===== src/rtl/move_scheduler.sv =====
// Move scheduler: arbitrates scramble bursts, single-step undo and queued manual
// moves onto the combinational cube engine, one commit per cycle at most.
module move_scheduler #(
    parameter int QDEPTH       = 4,
    parameter int SCRAMBLE_LEN = 20,
    parameter int CNT_MAX      = 999
) (
    input  logic       clk,
    input  logic       rst,
    input  logic       man_valid,
    output logic       man_ready,
    input  logic [2:0] man_face,
    input  logic [1:0] man_rot,
    input  logic       scr_start,
    input  logic [2:0] rnd_face,
    input  logic [1:0] rnd_rot,
    input  logic       undo_req,
    input  logic       hist_empty,
    input  logic       hist_full,
    output logic [5:0] eng_face,
    output logic [2:0] eng_rot,
    output logic       commit,
    output logic       push_hist,
    output logic       pop_hist,
    output logic       clr_hist,
    output logic       verify,
    output logic       busy,
    output logic [9:0] move_count
);

    localparam int AW = $clog2(QDEPTH);
    localparam logic [5:0] SCR_LAST = 6'(SCRAMBLE_LEN - 1);
    localparam logic [9:0] CNT_TOP  = 10'(CNT_MAX);

    localparam logic [2:0] S_IDLE     = 3'd0;
    localparam logic [2:0] S_SCR_INIT = 3'd1;
    localparam logic [2:0] S_SCRAMBLE = 3'd2;
    localparam logic [2:0] S_APPLY    = 3'd3;
    localparam logic [2:0] S_UNDO     = 3'd4;
    localparam logic [2:0] S_VERIFY   = 3'd5;

    // Engine rotation codes: 1 = CW, 2 = double, 3 = CCW, 0 = no move.
    function automatic logic [1:0] map_man(input logic [1:0] r);
        case (r)
            2'b01:   map_man = 2'd1;
            2'b10:   map_man = 2'd3;
            2'b11:   map_man = 2'd2;
            default: map_man = 2'd0;
        endcase
    endfunction

    function automatic logic [1:0] map_rnd(input logic [1:0] r);
        case (r)
            2'd0:    map_rnd = 2'd1;
            2'd1:    map_rnd = 2'd3;
            2'd2:    map_rnd = 2'd2;
            default: map_rnd = 2'd0;
        endcase
    endfunction

    logic [2:0]    state_q, state_d;
    logic [5:0]    scr_cnt_q, scr_cnt_d;
    logic [9:0]    cnt_q, cnt_d;
    logic          undo_pend_q, undo_pend_d;
    logic [AW:0]   wr_q, rd_q;
    logic [4:0]    fifo_q [QDEPTH];
    logic          fifo_full, fifo_empty, wr_en, rd_en;
    logic [4:0]    head;
    logic [1:0]    rnd_map;

    assign fifo_empty = (wr_q == rd_q);
    assign fifo_full  = (wr_q[AW] != rd_q[AW]) && (wr_q[AW-1:0] == rd_q[AW-1:0]);
    assign man_ready  = !fifo_full;
    // Null moves are acknowledged but never occupy a slot.
    assign wr_en      = man_valid && man_ready && (man_rot != 2'b00);
    assign rd_en      = (state_q == S_APPLY);
    assign head       = fifo_q[rd_q[AW-1:0]];
    assign rnd_map    = map_rnd(rnd_rot);
    assign busy       = (state_q != S_IDLE);
    assign move_count = cnt_q;

    always_ff @(posedge clk) begin
        if (wr_en) begin
            fifo_q[wr_q[AW-1:0]] <= {man_face, map_man(man_rot)};
        end
    end

    always_comb begin
        state_d     = state_q;
        scr_cnt_d   = scr_cnt_q;
        cnt_d       = cnt_q;
        undo_pend_d = undo_pend_q;
        eng_face    = 6'd0;
        eng_rot     = 3'd0;
        commit      = 1'b0;
        push_hist   = 1'b0;
        pop_hist    = 1'b0;
        clr_hist    = 1'b0;
        verify      = 1'b0;

        case (state_q)
            S_IDLE: begin
                if (scr_start) begin
                    state_d = S_SCR_INIT;
                end else if (undo_pend_q) begin
                    state_d = S_UNDO;
                end else if (!fifo_empty) begin
                    state_d = S_APPLY;
                end
            end
            S_SCR_INIT: begin
                clr_hist  = 1'b1;
                cnt_d     = 10'd0;
                scr_cnt_d = 6'd0;
                state_d   = S_SCRAMBLE;
            end
            S_SCRAMBLE: begin
                eng_face = {3'b000, rnd_face};
                eng_rot  = {1'b0, rnd_map};
                // A "none" draw is retried next cycle without consuming a slot.
                if (rnd_map != 2'd0) begin
                    commit    = 1'b1;
                    scr_cnt_d = scr_cnt_q + 6'd1;
                    if (scr_cnt_q == SCR_LAST) begin
                        state_d = S_IDLE;
                    end
                end
            end
            S_APPLY: begin
                eng_face  = {3'b000, head[4:2]};
                eng_rot   = {1'b0, head[1:0]};
                commit    = 1'b1;
                push_hist = !hist_full;
                cnt_d     = (cnt_q >= CNT_TOP) ? cnt_q : cnt_q + 10'd1;
                state_d   = S_VERIFY;
            end
            S_UNDO: begin
                undo_pend_d = 1'b0;
                if (!hist_empty) begin
                    pop_hist = 1'b1;
                    cnt_d    = (cnt_q != 10'd0) ? cnt_q - 10'd1 : cnt_q;
                    state_d  = S_VERIFY;
                end else begin
                    state_d  = S_IDLE;
                end
            end
            S_VERIFY: begin
                verify  = 1'b1;
                state_d = S_IDLE;
            end
            default: state_d = S_IDLE;
        endcase

        // A fresh request arriving while one is serviced stays pending.
        if (undo_req && (state_q != S_SCRAMBLE)) begin
            undo_pend_d = 1'b1;
        end
    end

    always_ff @(posedge clk or negedge rst) begin
        if (!rst) begin
            state_q     <= S_IDLE;
            scr_cnt_q   <= 6'd0;
            cnt_q       <= 10'd0;
            undo_pend_q <= 1'b0;
            wr_q        <= '0;
            rd_q        <= '0;
        end else begin
            state_q     <= state_d;
            scr_cnt_q   <= scr_cnt_d;
            cnt_q       <= cnt_d;
            undo_pend_q <= undo_pend_d;
            if (wr_en) wr_q <= wr_q + 1'b1;
            if (rd_en) rd_q <= rd_q + 1'b1;
        end
    end

endmodule


===== config.mk =====
export PLATFORM = sky130hd
export DESIGN_NAME = move_scheduler
export DESIGN_NICKNAME = d
export VERILOG_FILES = /design/src/rtl/move_scheduler.sv
export SDC_FILE = /design/constraint.sdc
export NUM_CORES = 1
export LEC_CHECK = 0
export ABC_CLOCK_PERIOD_IN_PS = 3000
export CAP_MARGIN = 20
export CELL_PAD_IN_SITES_DETAIL_PLACEMENT = 1
export CELL_PAD_IN_SITES_GLOBAL_PLACEMENT = 1
export CORE_ASPECT_RATIO = 1.75
export CORE_UTILIZATION = 40
export DETAILED_ROUTE_END_ITERATION = 10
export GPL_ROUTABILITY_DRIVEN = 0
export PLACE_DENSITY_LB_ADDON = 0.1
export SLEW_MARGIN = 10
export SYNTH_ARGS = -nofsm -noshare
export SYNTH_HDL_FRONTEND = slang
export SYNTH_SLANG_ARGS = --single-unit

===== constraint.sdc =====
create_clock -name clk -period 3 [get_ports clk]
set_input_delay 0.3 -clock clk [delete_from_list [all_inputs] [get_ports clk]]
set_output_delay 0.3 -clock clk [all_outputs]
set_load 0.05 [all_outputs]

==> results.toml, run 1 <==
[clock_tree]
cts_tree = "built"
cts_hold_buf = 0
clockRootBuffer = "clkbuf_16"
cts_made_buffers = 5
insertion_delay_ns = 0.29
clk_pin_slew_ns = 0.07
htree_levels = 2
ctsLongestPathBuffers = 2
cts.sinks = 46
post_cts_resized = 0
post_cts_buffers = 0

[die]
start_util_pct = 41.2
ios = 43
core.rowCount = 39
die_area_mm2 = 0.00708
die_y_um = 111
core-area_mm2 = 0.00654
die_w_um = 64.0

[power]
ir_drop_uv = 442
power_uw = 3380
leakagePower_uw = 0.00135
powerDensity_mw_per_mm2 = 1030

[placed_design]
dp_hpwl_um = 4980
portBuffers = 38

[critical_path]
worstPathRequired_ns = 2.70
r2r_start = "state_q[1]"
path_class = "flop to output pin"
cp_data_arrival_time_ns = 2.45
startpoint_type = "flop"
r2r_slack_ns = 0.45
worstPathMaxFanout = 8
rr_worst_depth = 9
crit_start = "rd_q[0]"
rr_endpoint = "move_count[9]"
cp-endpoint = "eng_rot[0]"
end_kind = "output pin"

[sta]
finClkSkew_ns = 0.00987
slew_headroom_pct = 66.1
hold_viol = 0
setup_viol = 0
max_freq_mhz = 364
rsz0062_at_grt = "false"
period_share_pct = 91.6
setup_tns_ns = 0
slew_violations = 0
tightest_slew_ns = 0.507
fin_crit_ns = 2.75

[drt]
firstDrtPassIters = 4
drc = 0
viasPerCell = 5.46
vias = 2065
ant_nets = 0
drt-total-wl_um = 6420
drt_iter0_markers = 125
wl_per_cell_um = 17.0

[synth]
ys_top_cells_by_count = "dfrtp_1 (26), nand2_1 (25), nor2_1 (22)"
synth_edf_count = 20
yosysTopAreaCell = "dfrtp_1"
synthesis.area_mm2 = 0.00269
synth.most_common_cell = "dfrtp_1"
syn_avg_cell_area_um2 = 10.6
ys.flop_type = "dfrtp_1"
synth.top_cell.area_share_pct = 24.2
synthCells = 254
seq_area_frac_synth_pct = 46.5
synth_cell_types = 53
synthArstFlopShare_pct = 56.5
ys_ff_latch = 46
ys_warn_count = 0
synth.area.top_cells = "dfrtp_1 (24%), edfxtp_1 (22%), ha_1 (7.0%), mux4_2 (4.2%), nand2_1 (3.5%)"

[final_layout]
drive_gt1_share_pct = 11.8
antennaDiodeCount = 0
area_growth_pct = 22.5
nNetsFinal = 327

[global_routing]
overflow = 0
grt_pass1_vias = 2188
grt_pass1_wl_um = 10800
track_usage_pct = 20.3
antenna_found_initial = 0
grt_max_degree = 27

[hold_path]
hold_class = "input pin to asynchronous set/reset pin"

[outcome]
status = "completed"

[run]
maxCapViolations = 0
[kinds of logic (layout without fill, tap and decap cells)]
group,after synthesis,in the layout,synth area share [%]
buf+inv,25,64,5.25
simple gates,92,92,17.9
other cells,1,4,0.139
flops,46,46,46.5
fa+ha+maj,15,15,6.97
mux,9,9,5.67
compound gates,53,53,13.3
xor+xnor,13,13,4.23
[cell type report]
cell class / instances / area, µm²
sequential: 46 / 1250
tap: 82 / 103
clock inverter: 3 / 26.3
fill: 716 / 3240
timing repair buffer: 47 / 448
multi-input combinational: 186 / 1310
inverter: 9 / 33.8
clock buffer: 5 / 125
[flip-flops by register name, summed over array words and instances (netlist names)]
| register | flops |
|---|---|
| move_count | 10 |
| scr_cnt_q | 6 |
| wr_q | 3 |
| state_q | 3 |
| fifo_q | 20 |
| rd_q | 3 |
| undo_pend_q | 1 |
[power by group]
group | leakage [µW] | switching, µW | internal [µW]
combinational | 0.000755 | 1080 | 668
clock | 0.0000752 | 253 | 318
sequential | 0.000521 | 229 | 839
[through the flow]
stage,area [µm²],setup slack (ns),utilization [%],hold slack [ns],std cells
after CTS,3300,0.198,50.4,0.397,378
after detailed placement,3150,0.441,48.1,0.475,370
after global placement,3150,0.491,48.1,0.478,370
after global routing,3300,0.143,50.4,0.434,378
final,3300,0.251,50.4,0.384,378
after floorplan,2700,0.529,-,0.00441,257
[cell usage in the layout, fill, tap and decap left out, types with 2 or more instances in the layout]
cell | netlist | routed
inv_6 | 0 | 3
dfrtp_1 | 26 | 26
nor3_1 | 4 | 4
xnor2_1 | 7 | 7
mux2i_1 | 4 | 4
a22o_1 | 5 | 5
clkbuf_16 | 0 | 5
nor4_1 | 2 | 2
inv_1 | 8 | 8
a21oi_1 | 6 | 6
nand4_1 | 4 | 4
buf_4 | 4 | 9
or3_1 | 2 | 2
a31oi_1 | 2 | 2
a32oi_1 | 2 | 2
and3_1 | 2 | 2
a211oi_1 | 2 | 2
mux4_2 | 5 | 5
nand2b_1 | 4 | 4
o21ai_2 | 2 | 2
ha_1 | 15 | 15
nor2_1 | 22 | 22
o21ai_0 | 18 | 18
and2_1 | 8 | 8
nand2_1 | 25 | 25
xor2_1 | 6 | 6
conb_1 | 1 | 4
clkdlybuf4s50_1 | 0 | 38
edfxtp_1 | 20 | 20
nor2b_1 | 2 | 2
o31ai_1 | 9 | 9
nand3_1 | 5 | 5
[worst min path at each step]
stage,slack [ns],startpoint,end,cells after the start
3_3_place_gp,0.48,wr_q[2],wr_q[2],1
6_report,0.38,rst,move_count[3],2
3_5_place_dp,0.48,wr_q[2],wr_q[2],1
4_1_cts,0.40,rst,move_count[4],2
5_1_grt,0.43,rst,move_count[4],2
2_1_floorplan,0.004,rst,move_count[0],0
[critical path: stages, from the launching register on]
cell and delay, ns:
dfrtp_1 0.63, mux4_2 0.59, a22o_1 0.25, clkdlybuf4s50_1 0.69
[metal layers]
layer	global-route usage, %	vias up	routed length [µm]	share of wire [%]
met2	37.2	37	3640	57
li1	-	985	-	-
met1	21.4	1027	2360	37
met3	3.31	16	148	2.3
met4	10.9	0	277	4.3
met5	0	-	0	0
Power figures use the tool's default switching activity.
==> run 2, diff against run 1 <==
- CORE_UTILIZATION: 40 -> 42
- SETUP_SLACK_MARGIN: unset -> 0.5
==> results.toml, run 2 (same netlist as run 1, synthesis figures left out) <==
[placed_design]
portBuffers = 38
dp_slack_ns = 0.449
dpl_cell_area_mm2 = 0.00314
dp_hpwl_um = 4990

[critical_path]
end_kind = "output pin"
crit_family = "simple AND/OR/NAND/NOR gates"
rr_endpoint = "move_count[9]"
r2r_slack_ns = 0.62
worstPathMaxFanout = 8
worstPathRequired_ns = 2.70
path_class = "flop to output pin"
startpoint_type = "flop"
cp_slowest_cell = "clkdlybuf4s15_1"
rr_worst_depth = 9
path_buf_inv = 1
r2r_start = "state_q[0]"
worstPathCellList = "and2b_2 -> and2_1 -> a22o_1 -> clkdlybuf4s15_1"
crit_path_max_incr_delay_ns = 0.51
cp_data_arrival_time_ns = 2.10

[clock_tree]
cts_tree = "built"
ctsLongestPathBuffers = 2
cts_made_buffers = 5
insertion_delay_ns = 0.31
cts.sinks = 46
clk_pin_slew_ns = 0.10
htree_levels = 2
clockRootBuffer = "clkbuf_8"

[power]
powerDensity_mw_per_mm2 = 994
leakagePower_uw = 0.00139
ir_drop_uv = 511

[final_layout]
antennaDiodeCount = 0
largest_reg_flops = 20
drive_gt1_share_pct = 14.5
final_cell_mix = "clkdlybuf4s50_1 (29), nand2_1 (25), dfrtp_1 (25)"
final_area_mm2 = 0.00325
final_common_cell = "clkdlybuf4s50_1"
nNetsFinal = 327
area_growth_pct = 20.9
final_util_pct = 52.7

[sta]
fin_crit_ns = 2.40
slew_violations = 0
slew_headroom_pct = 66.4
setup_ws_ns = 0.603
tightest_slew_ns = 0.502
finClkSkew_ns = 0.0110
rsz0062_at_grt = "true"
period_share_pct = 79.9
hold_viol = 0
max_freq_mhz = 417
setup_tns_ns = 0
setup_viol = 0

[die]
die_area_mm2 = 0.00675
die_w_um = 62.5
die_y_um = 108
start_util_pct = 43.6
core.rowCount = 38
core-area_mm2 = 0.00618
ios = 43

[hold_path]
hold_class = "input pin to asynchronous set/reset pin"

[drt]
ant_nets = 0
drc = 0
viasPerCell = 5.46
drt-total-wl_um = 6570
firstDrtPassIters = 4
wl_per_cell_um = 17.5
vias = 2053
drt_iter0_markers = 100

[global_routing]
track_usage_pct = 21.2
antenna_found_initial = 0
grt_pass1_vias = 2198
grt_pass1_wl_um = 10800
overflow = 0
grt_max_degree = 27

[outcome]
status = "completed"

[run]
maxCapViolations = 0
run 2: cell types whose count changed in the layout (fill, tap and decap cells not counted), sizes merged:
cell | before | now
dlymetal6s2s | 0 | 3
dlygate4sd2 | 0 | 1
clkbuf | 5 | 9
clkdlybuf4s50 | 38 | 29
clkdlybuf4s15 | 0 | 1
run 2: power by group:
part	switching (µW)	internal, µW	total, µW
Combinational	1080	662	1740
Sequential	240	839	1080
Clock	240	173	413
run 2: routing by layer:
metal,share of wire [%],track usage (%)
met5,0,0
met4,3.6,12.6
met3,2.1,2.86
met2,57,41.0
met1,38,20.9
run 2: per-stage QoR:
step | power (µW) | hold WS (ns) | cells
3_3_place_gp | 2800 | 0.475 | 367
5_1_grt | 3450 | 0.370 | 376
2_1_floorplan | 2300 | 0.00441 | 257
4_1_cts | 3240 | 0.356 | 375
3_5_place_dp | 2830 | 0.480 | 367
6_report | 3240 | 0.355 | 376
run 2: worst max-delay path by stage:
stage | startpoint | to | cells past startpoint
6_report | state_q[2] | eng_face[1] | 4
5_1_grt | state_q[2] | eng_face[1] | 4
4_1_cts | state_q[2] | eng_rot[0] | 4
3_5_place_dp | state_q[1] | move_count[9] | 9
3_3_place_gp | state_q[1] | move_count[9] | 9
2_1_floorplan | state_q[1] | move_count[8] | 11
run 2: cell type report:
cell class	instances	area, µm²
Fill cell	691	2930
Multi-Input combinational cell	186	1340
Sequential cell	46	1250
Timing Repair Buffer	47	434
Tap cell	80	100
Clock buffer	5	68.8
Inverter	9	36.3
Clock inverter	3	26.3
run 2: repair_timing:
item	CTS	global route
setup endpoints to repair	9	13
hold buffers	0	0
hold endpoints to repair	0	0
gates resized for setup	9	18
pin swaps	0	2
setup buffers	0	1
==> run 3, diff against run 2 <==
- ABC_CLOCK_PERIOD_IN_PS: 3000 -> 2450
- clock period: 3 -> 2.45 ns (I/O delays scaled with it)
==> results.toml, run 3 (same netlist as run 1, synthesis figures left out) <==
[critical_path]
worstPathMaxFanout = 3
r2r_start = "state_q[1]"
worstPathCellList = "or3b_4 -> inv_4 -> ha_4 -> or4b_1 -> mux2i_1 -> a32o_2 -> mux2i_1 -> o21ai_1 -> o31ai_1"
cpMostUsedCell = "mux2i_1"
crit_path_max_incr_delay_ns = 0.43
cp_data_arrival_time_ns = 2.58
end_kind = "flop"
worstPathRequired_ns = 2.67
startpoint_type = "flop"
path_class = "flop to flop"
rr_worst_depth = 9
r2r_slack_ns = 0.09
rr_endpoint = "move_count[9]"
cp_slowest_cell = "or3b_4"

[placed_design]
dp_hpwl_um = 5320
portBuffers = 38
dp_slack_ns = 0.0965

[global_routing]
antenna_found_initial = 0
grt_pass1_vias = 2384
overflow = 0
grt_pass1_wl_um = 12000
track_usage_pct = 23.9
grt_max_degree = 18

[sta]
period_share_pct = 96.3
slew_headroom_pct = 58.9
tightest_slew_ns = 0.615
fin_crit_ns = 2.36
setup_ws_ns = 0.0909
hold_viol = 0
max_freq_mhz = 424
setup_viol = 0
setup_tns_ns = 0
slew_violations = 0
finClkSkew_ns = 0.0102
rsz0062_at_grt = "true"

[die]
die_y_um = 108
core-area_mm2 = 0.00618
die_w_um = 62.5
core.rowCount = 38
start_util_pct = 43.6
die_area_mm2 = 0.00675
ios = 43

[clock_tree]
cts_made_buffers = 5
ctsLongestPathBuffers = 2
cts_hold_buf = 0
clk_pin_slew_ns = 0.10
clockRootBuffer = "clkbuf_8"
htree_levels = 2
cts_tree = "built"
cts.sinks = 46
insertion_delay_ns = 0.32

[drt]
viasPerCell = 5.59
drt-total-wl_um = 8540
drc = 0
drt_iter0_markers = 97
ant_nets = 0
firstDrtPassIters = 4
vias = 2307
wl_per_cell_um = 20.7

[power]
leakagePower_uw = 0.00166
power_uw = 4930
powerDensity_mw_per_mm2 = 1290
ir_drop_uv = 616

[final_layout]
final_common_cell = "buf_4"
drive_gt1_share_pct = 34.8
area_growth_pct = 42.1
final_cell_mix = "buf_4 (33), nand2_1 (22), dfrtp_1 (22)"
antennaDiodeCount = 0
nNetsFinal = 364
final_util_pct = 61.9
largest_reg_flops = 20

[hold_path]
hold_class = "input pin to asynchronous set/reset pin"

[run]
maxCapViolations = 0

[outcome]
status = "completed"
run 3: worst max-delay path: cells and delay by family (launching register included):
| kind | cells | cell delay (ns) |
|---|---|---|
| multiplexers | 2 | 0.36 |
| AND/OR/NAND/NOR | 2 | 0.86 |
| flip-flops | 1 | 0.41 |
| AO/OA/AOI/OAI | 3 | 0.41 |
| adder cells (fa/ha/maj) | 1 | 0.13 |
| buffers and inverters | 1 | 0.08 |
run 3: power by group:
part           internal (µW)  switching, µW  leakage, µW
sequential              1030            251     0.000515
clock                    212            302    0.0000495
combinational           1330           1810      0.00109
total                   2570           2360      0.00166
run 3: timing repair:
action,4_1_cts,5_1_grt
cloned,1,3
endpoints found under the setup margin,23,31
buffers inserted,15,12
gates resized for setup,33,42
pin swaps,9,13
run 3: how the worst max path moves through the flow:
| stage | end | slack (ns) | start | cells past startpoint |
|---|---|---|---|---|
| 3_3_place_gp | move_count[9] | 0.21 | state_q[0] | 9 |
| 6_report | move_count[9] | 0.09 | state_q[1] | 9 |
| 5_1_grt | move_count[9] | 0.01 | state_q[1] | 9 |
| 4_1_cts | move_count[9] | 0.18 | state_q[1] | 9 |
| 2_1_floorplan | move_count[8] | 0.20 | state_q[0] | 11 |
| 3_5_place_dp | move_count[9] | 0.1 | state_q[0] | 9 |
run 3: area by class of cell:
class                   count  area [µm²]
clock inverters             3        26.3
fillers                   669        2350
well taps                  80         100
multi-input cells         186        1540
inverters                   9        36.3
clock buffers               5        68.8
repair buffers             84         801
flip-flops and latches     46        1260
run 3: through the flow:
stage / std cells / area, µm² / hold slack (ns)
floorplan: 257 / 2810 / -0.0506
global placement: 374 / 3270 / 0.473
finish: 413 / 3830 / 0.300
detailed placement: 374 / 3270 / 0.487
CTS: 398 / 3540 / 0.309
global route: 413 / 3830 / 0.319
run 3: routing by layer:
layer | vias to the layer above | global-route usage (%) | share of wire, %
met5 | - | 0 | 0
met2 | 60 | 47.0 | 61
li1 | 1061 | - | -
met1 | 1158 | 23.0 | 32
met3 | 28 | 3.71 | 2.6
met4 | 0 | 13.8 | 4.7
